==> config.mk <==
export PLATFORM = sky130hd
export DESIGN_NAME = regfile_access_arbiter
export DESIGN_NICKNAME = d
export VERILOG_FILES = /design/src/rtl/regfile_access_arbiter_pkg.sv /design/src/rtl/regfile_access_arbiter_rr_arbiter.sv /design/src/rtl/regfile_access_arbiter.sv
export SDC_FILE = /design/constraint.sdc
export NUM_CORES = 1
export LEC_CHECK = 0
export ABC_AREA = 1
export CAP_MARGIN = 20
export CORE_ASPECT_RATIO = 2
export CORE_MARGIN = 10
export CORE_UTILIZATION = 39
export DETAILED_ROUTE_END_ITERATION = 10
export MAX_ROUTING_LAYER = met4
export PLACE_DENSITY = 0.82
export SLEW_MARGIN = 10
export SYNTH_ARGS = -nofsm -noshare
export SYNTH_HDL_FRONTEND = slang
export SYNTH_HIERARCHICAL = 1
export SYNTH_SLANG_ARGS = --single-unit
==> constraint.sdc <==
create_clock -name clk -period 4.2 [get_ports clk]
set_input_delay 0.42 -clock clk [delete_from_list [all_inputs] [get_ports clk]]
set_output_delay 0.42 -clock clk [all_outputs]
set_load 0.01 [all_outputs]
==> src/rtl/regfile_access_arbiter_pkg.sv <==
// Shared types and the round-robin pick helper for the register file arbiter.
package regfile_arb_pkg;

  typedef enum logic {
    ARB_IDLE_RR = 1'b0,
    ARB_LOCKED  = 1'b1
  } arb_state_e;

  localparam int unsigned MAX_REQ = 32;
  localparam int unsigned MAX_IW  = 5;

  // One-hot grant: first set bit of valid at or after ptr, wrapping modulo n.
  function automatic logic [MAX_REQ-1:0] rr_pick(input logic [MAX_REQ-1:0] valid,
                                                 input int unsigned ptr,
                                                 input int unsigned n);
    logic [MAX_REQ-1:0] g;
    logic [MAX_IW-1:0]  idx;
    g = '0;
    for (int unsigned k = 0; k < MAX_REQ; k++) begin
      idx = MAX_IW'((ptr + k) % n);
      if (k < n && g == '0 && valid[idx]) g[idx] = 1'b1;
    end
    return g;
  endfunction

endpackage

==> src/rtl/regfile_access_arbiter_rr_arbiter.sv <==
// Round-robin arbiter: combinational pick from a registered pointer that
// advances past the winner whenever a grant is taken.
module rr_arbiter
  import regfile_arb_pkg::*;
#(
  parameter int NUM_REQ = 4,
  localparam int PW = (NUM_REQ > 1) ? $clog2(NUM_REQ) : 1
) (
  input  logic               clk,
  input  logic               rst_n,
  input  logic [NUM_REQ-1:0] i_valid,
  input  logic               i_upd_en,
  output logic [NUM_REQ-1:0] o_grant,
  output logic [PW-1:0]      o_idx
);

  logic [PW-1:0]      r_ptr;
  logic [MAX_REQ-1:0] w_pick;
  logic               w_unused_pick;

  assign w_pick        = rr_pick(MAX_REQ'(i_valid), 32'(r_ptr), NUM_REQ);
  assign o_grant       = w_pick[NUM_REQ-1:0];
  assign w_unused_pick = ^w_pick;

  always_comb begin
    o_idx = '0;
    for (int i = 0; i < NUM_REQ; i++)
      if (o_grant[i]) o_idx = PW'(i);
  end

  always_ff @(posedge clk) begin
    if (!rst_n)
      r_ptr <= '0;
    else if (i_upd_en && |o_grant)
      r_ptr <= (o_idx == PW'(NUM_REQ - 1)) ? '0 : o_idx + 1'b1;
  end

endmodule

==> src/rtl/regfile_access_arbiter.sv <==
// Shares one register-file write port and one read port among NUM_REQ
// requesters, round-robin, with a lock for atomic read-modify-write.
module regfile_access_arbiter
  import regfile_arb_pkg::*;
#(
  parameter int NUM_REQ      = 4,
  parameter int WORD_LENGTH  = 8,
  parameter int REG_AMOUNT   = 8,
  parameter int LOCK_TIMEOUT = 16,
  localparam int AW = (REG_AMOUNT > 1) ? $clog2(REG_AMOUNT) : 1,
  localparam int PW = (NUM_REQ > 1) ? $clog2(NUM_REQ) : 1
) (
  input  logic                           clk,
  input  logic                           rst_n,
  input  logic [NUM_REQ-1:0]             req_valid,
  output logic [NUM_REQ-1:0]             req_ready,
  input  logic [NUM_REQ-1:0]             req_write,
  input  logic [NUM_REQ-1:0]             req_lock,
  input  logic [NUM_REQ*AW-1:0]          req_addr,
  input  logic [NUM_REQ*WORD_LENGTH-1:0] req_wdata,
  output logic [NUM_REQ-1:0]             rsp_valid,
  output logic [WORD_LENGTH-1:0]         rsp_data,
  output logic                           lock_owner_valid,
  output logic [PW-1:0]                  lock_owner,
  output logic                           rf_wrEn,
  output logic [AW-1:0]                  rf_addrWrite,
  output logic [AW-1:0]                  rf_addrRead,
  output logic [WORD_LENGTH-1:0]         rf_dataIn,
  input  logic [WORD_LENGTH-1:0]         rf_dataOut
);

  localparam int CW = $clog2(LOCK_TIMEOUT + 1);

  arb_state_e r_state, w_next_state;
  logic [PW-1:0]      r_owner;
  logic [CW-1:0]      r_idle;
  logic               r_rsp_vld;
  logic [PW-1:0]      r_rsp_id;

  logic [NUM_REQ-1:0] w_owner_oh;
  logic [NUM_REQ-1:0] w_elig;
  logic [NUM_REQ-1:0] w_grant;
  logic [PW-1:0]      w_win;
  logic               w_any;
  logic               w_win_write;
  logic               w_win_lock;
  logic               w_owner_idle;

  logic [NUM_REQ-1:0][AW-1:0]          w_addr_v;
  logic [NUM_REQ-1:0][WORD_LENGTH-1:0] w_wdata_v;

  assign w_addr_v     = req_addr;
  assign w_wdata_v    = req_wdata;
  assign w_owner_oh   = NUM_REQ'(1) << r_owner;
  assign w_any        = |w_grant;
  assign w_win_write  = req_write[w_win];
  assign w_win_lock   = req_lock[w_win];
  assign w_owner_idle = !req_valid[r_owner];

  // While locked only the owner can be picked, which also parks the
  // pointer at owner+1 so arbitration resumes there after release.
  always_comb begin
    w_elig = '0;
    if (rst_n)
      w_elig = (r_state == ARB_LOCKED) ? (req_valid & w_owner_oh) : req_valid;
  end

  rr_arbiter #(.NUM_REQ(NUM_REQ)) u_rr (
    .clk      (clk),
    .rst_n    (rst_n),
    .i_valid  (w_elig),
    .i_upd_en (1'b1),
    .o_grant  (w_grant),
    .o_idx    (w_win)
  );

  always_ff @(posedge clk) begin
    if (!rst_n) r_state <= ARB_IDLE_RR;
    else        r_state <= w_next_state;
  end

  always_comb begin
    w_next_state = r_state;
    case (r_state)
      ARB_IDLE_RR:
        if (w_any && w_win_lock) w_next_state = ARB_LOCKED;
      ARB_LOCKED:
        if (w_any && !w_win_lock)
          w_next_state = ARB_IDLE_RR;
        else if (w_owner_idle && r_idle == CW'(LOCK_TIMEOUT - 1))
          w_next_state = ARB_IDLE_RR;
      default: w_next_state = ARB_IDLE_RR;
    endcase
  end

  always_comb begin
    lock_owner_valid = (r_state == ARB_LOCKED);
    lock_owner       = r_owner;
    req_ready        = w_grant;
    rf_wrEn          = w_any && w_win_write;
    rf_addrWrite     = w_any ? w_addr_v[w_win] : '0;
    rf_addrRead      = w_any ? w_addr_v[w_win] : '0;
    rf_dataIn        = (w_any && w_win_write) ? w_wdata_v[w_win] : '0;
    rsp_valid        = (rst_n && r_rsp_vld) ? (NUM_REQ'(1) << r_rsp_id) : '0;
    rsp_data         = rf_dataOut;
  end

  // Idle counter only runs while staying locked with the owner silent.
  always_ff @(posedge clk) begin
    if (!rst_n) begin
      r_owner   <= '0;
      r_idle    <= '0;
      r_rsp_vld <= 1'b0;
      r_rsp_id  <= '0;
    end else begin
      if (r_state == ARB_IDLE_RR && w_any && w_win_lock) r_owner <= w_win;
      if (r_state != ARB_LOCKED || w_next_state != ARB_LOCKED || w_any)
        r_idle <= '0;
      else
        r_idle <= r_idle + 1'b1;
      r_rsp_vld <= w_any && !w_win_write;
      r_rsp_id  <= w_win;
    end
  end

endmodule
==> metrics.md, run 1 <==
| Metric | Value |
|---|---|
| Post-synthesis simple-gate area fraction | `47.5%` |
| Vias/cell | `4.89` |
| Max-slew violation count | `0` |
| Share of layout cells above drive strength 1 | `between 20% and 30%` |
| Io pins | `100` |
| M2 GR Usage | `34.1%` |
| Unique masters post-synth | `31` |
| Die width | `67.4 µm` |
| Maximum clock path buffer count | `2` |
| Row cnt | `34` |
| Vias in the first global route | `2375` |
| Hold Crit Depth | `1` |
| Hold_sp | `r_idle[0]` |
| Final nets | `approximately 470` |
| RD Place Congestion | `between 0.8 and 0.9` |
| Max cap viols | `0` |
| Sw Share | `between 50% and 60%` |
| R2R Path Start | `u_rr/r_ptr[1]` |
| Pwr Density | `1150 nW/µm²` |
| Combinational power share | `around 90%` |
| R2R Setup Slk | `approximately 0.96 ns` |
| Cells after Synth | `300` |
| Crit-path max cell delay | `0.53 ns` |
| Status | `complete, no violations` |
| Hpwl dp | `5440 µm` |
| Synth Cell Area | `1750 µm²` |
| Post-Synth Adder-Cell Area | `7.14%` |
| Fmax | `254 MHz` |
| NetSw | `1.68 mW` |
| Crit path kind | `primary input to primary output` |
| Register area | `around 260 µm²` |
| Skew final | `0.00239 ns` |
| DR vias | `2177` |
| Power share of the sequential group | `6.1%` |
| H-tree lvl count | `1` |
| Top cell type's share of synthesized area | `14.8%` |
| Synth area leaders | `dfxtp_1, nor2_1, nand2_1` |
| Largest family of logic cells by synthesized area | `simple AND/OR/NAND/NOR gates` |
| Fill cell count | `409` |
| R2r endpoint | `lock_owner[0]` |
| R2R depth | `28` |
| Xor and xnor area share after synthesis | `less than 1%` |
| CP Max Fanout | `14` |
| Cell-internal power | `approximately 1.5 mW` |
| Clock buffer count from CTS | `3` |
| Gr usage total | `17.4%` |
| M1 GR Usage | `14.4%` |
| Hold crit path type | `register to register` |
| Setup slack after layout | `0.256 ns` |
| Worst Path Buf+Inv | `6` |
| Syn_nets | `between 300 and 400` |
| Endpoint class of the critical path | `primary output` |
| Critical path's top delay family | `simple AND/OR/NAND/NOR gates` |
| Dominant cell type by area after synthesis | `dfxtp_1` |
| Post-synthesis sequential area ratio | `14.8%` |
| Place WS | `-0.149 ns` |
| ANT nets after route | `0` |
| Die ar. | `7740 µm²` |
| Largest net degree at the start of global routing | `28` |
| Die Ht | `115 µm` |
| Reg clk slew, reported paths | `0.05 ns` |
| Worst setup SP type | `primary input` |
| Crit path top cell by count | `nand2_1` |
| Fin crit share | `93.9%` |
| Clk network pwr share | `3.5%` |
| PortBufs | `83` |
| Post-layout min period | `around 3.9 ns` |
| Synth Area in Compound Gates | `roughly 13%` |
| Avg WL per Cell | `14.5 µm` |
| Root Buffer | `clkbuf_8` |
| Mean post-synth cell area | `5.84 µm²` |
| Final-report setup violation count | `0` |
| Critical path arrival | `3.52 ns` |
| Hold Vio Cnt, Final | `0` |
| Multi-input gate area | `roughly 1200 µm²` |
| Number of detailed-route iterations in the first pass | `4` |
| Core ar. | `4340 µm²` |
| Initial antenna violation count | `0` |
| Ys Warns | `6` |
| Mux cell area share after synthesis | `0%` |
| CTS Hold Bufs | `0` |
| Most common cell after layout, fill and taps aside | `clkdlybuf4s50_1` |
| VDD IR-drop max | `1.04 mV` |
| Setup TNS | `0 ns` |
| Slowest CP cell | `clkdlybuf4s50_1` |
| CTS tree | `yes` |
| Gr busiest metal | `met2` |
| Sink Count | `13` |
| WHS Endpoint | `r_idle[0]` |
| Yosys reg bits | `13` |
| Clk_lat worst skew | `~0.24 ns` |
| 1st-iter DRT viols | `42` |
| Worst Path Required | `3.78 ns` |
| Leak Pwr | `about 1.3 nW` |
| Drt total wl | `~6500 µm` |
| Overflow after GRT | `0` |
| DR DRC count | `0` |
| Area growth syn-to-layout | `57.7%` |
| Global-route wire length before repair | `10500 µm` |
| Initial Util | `roughly two fifths` |
| Ant. Diodes | `0` |
| Most frequent cells in the layout | `clkdlybuf4s50_1, nor2_1, nand2_1, inv_1, buf_4` |
| Met3 usage | `around 4.4%` |
## repair_timing
item,4_1_cts,5_1_grt
resized for setup,16,28
pin swaps,0,1
setup endpoints to repair,15,15
cloned,0,1
setup buffers,2,0
## Yosys cell counts, drive strengths merged
cell    number
conb         1
nand2       77
a21oi       16
dfxtp       13
o31ai        1
bufinv       1
inv         30
nor3         5
nor2        71
a31oi        1
buf         18
xor2         1
xnor2        1
clkinv       1
and3         1
o21ai       25
clkbuf       1
nand4        1
nand3       25
ha          10
## power groups by stage
| stage | combinational, mW | sequential [mW] | clock (mW) |
|---|---|---|---|
| 6_report | 2.87 | 0.195 | 0.111 |
| 2_1_floorplan | 1.74 | 0.188 | 0 |
| 5_1_grt | 3.17 | 0.199 | 0.120 |
| 3_5_place_dp | 2.90 | 0.192 | 0 |
| 3_3_place_gp | 2.88 | 0.193 | 0 |
| 4_1_cts | 2.82 | 0.192 | 0.113 |
## worst max path at each step
| stage | startpoint | end | cells past startpoint |
|---|---|---|---|
| floorplan | u_rr/r_ptr[1] | rf_addrWrite[0] | 25 |
| global placement | rst_n | rf_dataIn[5] | 27 |
| detailed placement | rst_n | rf_dataIn[5] | 27 |
| CTS | rst_n | rf_wrEn | 29 |
| global route | req_valid[0] | rf_dataIn[4] | 30 |
| finish | req_valid[0] | rf_dataIn[0] | 28 |
## cell families (layout without fill, tap and decap cells)
family                     after synthesis  after routing
and+or+nand+nor                        180            180
buffers and inverters                   51            142
AOI/OAI and AO/OA                       43             43
DFF                                     13             13
adders and majority gates               10             10
xor gates and xnor gates                 2              2
other                                    1              1
## registers in the layout, summed over array words and instances (netlist names)
name,flops
lock_owner,2
lock_owner_valid,1
r_idle,5
r_rsp_id,2
r_rsp_vld,1
u_rr/r_ptr,2
## metrics by stage
stage	cells	util [%]	power, mW	area (µm²)	hold slack [ns]
detailed placement	438	62.0	3.10	2690	0.450
floorplan	300	-	1.93	1750	0.418
CTS	444	63.1	3.12	2740	0.462
finish	445	63.7	3.18	2760	0.453
global route	445	63.7	3.49	2760	0.490
global placement	438	62.0	3.07	2690	0.432
## final cells by class
class,instances,area share [%]
sequential,13,9.51
inverter,32,5.02
timing repair buffer,106,36.4
clock buffer,4,1.63
multi-input combinational,236,45.0
tap,54,2.44
## metal layers
| metal | vias up | wire length, µm |
|---|---|---|
| li1 | 1117 | - |
| met1 | 957 | 2080 |
| met2 | 85 | 3800 |
| met3 | 18 | 396 |
| met4 | 0 | 204 |
| met5 | - | 0 |
(Power assumes the default switching activity.)
==> run 2, diff against run 1 <==
CORE_ASPECT_RATIO = 0.8   (was 2)
==> metrics.md, run 2 (same netlist as run 1, synthesis figures left out) <==
| Metric | Value |
|---|---|
| Place WS | `-0.111 ns` |
| Die ar. | `7590 µm²` |
| Number of detailed-route iterations in the first pass | `4` |
| Largest register by flop count | `r_idle` |
| Share of layout cells above drive strength 1 | `18.6%` |
| Worst setup SP type | `primary input` |
| Worst Path Buf+Inv | `4` |
| Root Buffer | `clkbuf_8` |
| Die width | `95.0 µm` |
| Critical path arrival | `3.47 ns` |
| Worst Path Required | `3.78 ns` |
| Setup TNS | `0 ns` |
| H-tree lvl count | `1` |
| Most common cell after layout, fill and taps aside | `clkdlybuf4s50_1` |
| Most frequent cells in the layout | `clkdlybuf4s50_1, nor2_1, nand2_1, inv_1` |
| Overflow after GRT | `0` |
| Gr usage total | `15.3%` |
| Ant. Diodes | `0` |
| Area growth syn-to-layout | `57.0%` |
| Die Ht | `80.0 µm` |
| Crit path top cell by count | `nand2_2` |
| Endpoint class of the critical path | `primary output` |
| VDD IR-drop max | `about 0.57 mV` |
| Hpwl dp | `approximately 5200 µm` |
| Final nets | `between 400 and 500` |
| Skew final | `0.00127 ns` |
| Vias/cell | `4.76` |
| Fin crit share | `92.7%` |
| Fmax | `257 MHz` |
| ANT nets after route | `0` |
| Core ar. | `4260 µm²` |
| Io pins | `100` |
| Hold crit path type | `register to register` |
| Largest net degree at the start of global routing | `16` |
| Slowest CP cell | `clkdlybuf4s50_1` |
| Final-report setup violation count | `0` |
| Vias in the first global route | `1953` |
| Status | `complete, no violations` |
| CP Max Fanout | `9` |
| CTS tree | `yes` |
| Max-slew violation count | `0` |
| Critical path's top delay family | `simple AND/OR/NAND/NOR gates` |
| 1st-iter DRT viols | `63` |
| Maximum clock path buffer count | `2` |
| Hold Vio Cnt, Final | `0` |
| Post-layout min period | `3.89 ns` |
| Avg WL per Cell | `13.4 µm` |
| Reg clk slew, reported paths | `0.05 ns` |
| Drt total wl | `around 6000 µm` |
| RD Place Congestion | `0.905` |
| DR DRC count | `0` |
| Initial Util | `41.2%` |
| Crit path kind | `primary input to primary output` |
| Pwr Density | `1130 nW/µm²` |
| Clock buffer count from CTS | `3` |
| Global-route wire length before repair | `between 9000 and 10000 µm` |
| Crit-path max cell delay | `0.49 ns` |
| Clk_lat worst skew | `0.24 ns` |
| Max cap viols | `0` |
| Initial antenna violation count | `0` |
| Setup slack after layout | `between 0.3 and 0.4 ns` |
| PortBufs | `83` |
| Leak Pwr | `1.33 nW` |
| Max reg flops | `5` |
| Row cnt | `21` |
| DR vias | `2118` |
| Sink Count | `13` |
run 2: cell count changes in the layout (fill, tap and decap cells not counted), moves of 2 or more:
cell           change
buf_2              -2
clkbuf_2           -6
dlygate4sd2_1      +5
nand2_2            -2
run 2: layout make-up:
type / instances / area, µm²
Timing Repair Buffer: 103 / 990
Tap cell: 57 / 71.3
Inverter: 32 / 139
Clock buffer: 3 / 41.3
Fill cell: 403 / 1500
Clock inverter: 1 / 5.00
Sequential cell: 13 / 265
Multi-Input combinational cell: 236 / 1240
run 2: worst paths after layout:
path / end / cells after the start / slack (ns) / start
setup / recovery: rf_dataIn[1] / 25 / 0.31 / req_valid[3]
setup reg to reg: lock_owner[0] / 29 / 0.96 / u_rr/r_ptr[0]
hold / removal: r_idle[0] / 1 / 0.45 / r_idle[0]
hold reg to reg: r_idle[0] / 1 / 0.45 / r_idle[0]
run 2: per-layer routing:
layer | part of all wire [%] | vias to the layer above | global-route usage (%)
met5 | 0 | - | -
met4 | 1.0 | 0 | 1.79
met3 | 4.6 | 4 | 2.63
met2 | 50 | 46 | 26.8
met1 | 44 | 957 | 18.2
li1 | - | 1111 | -
run 2: report_power, final:
| group | leakage, nW | internal, mW | switching, mW | total, mW |
|---|---|---|---|---|
| clock network | 0.0255 | 0.0654 | 0.0426 | 0.108 |
| logic | 1.19 | 1.23 | 1.56 | 2.80 |
| registers | 0.107 | 0.157 | 0.0400 | 0.197 |
| total | 1.33 | 1.45 | 1.65 | 3.10 |
run 2: per-stage QoR:
stage	area, µm²	utilization (%)	hold slack (ns)	std cells	power (mW)
after floorplan	1750	-	0.418	300	1.93
after global placement	2680	63.0	0.433	441	3.06
after detailed placement	2680	63.0	0.438	441	3.10
after CTS	2720	63.8	0.446	445	3.10
after global routing	2750	64.7	0.454	445	3.41
final	2750	64.7	0.446	445	3.10
run 2: repair_timing:
action	in CTS	in global routing
setup buffers	0	0
setup endpoints to repair	12	15
resized for setup	13	13
hold buffers	0	0
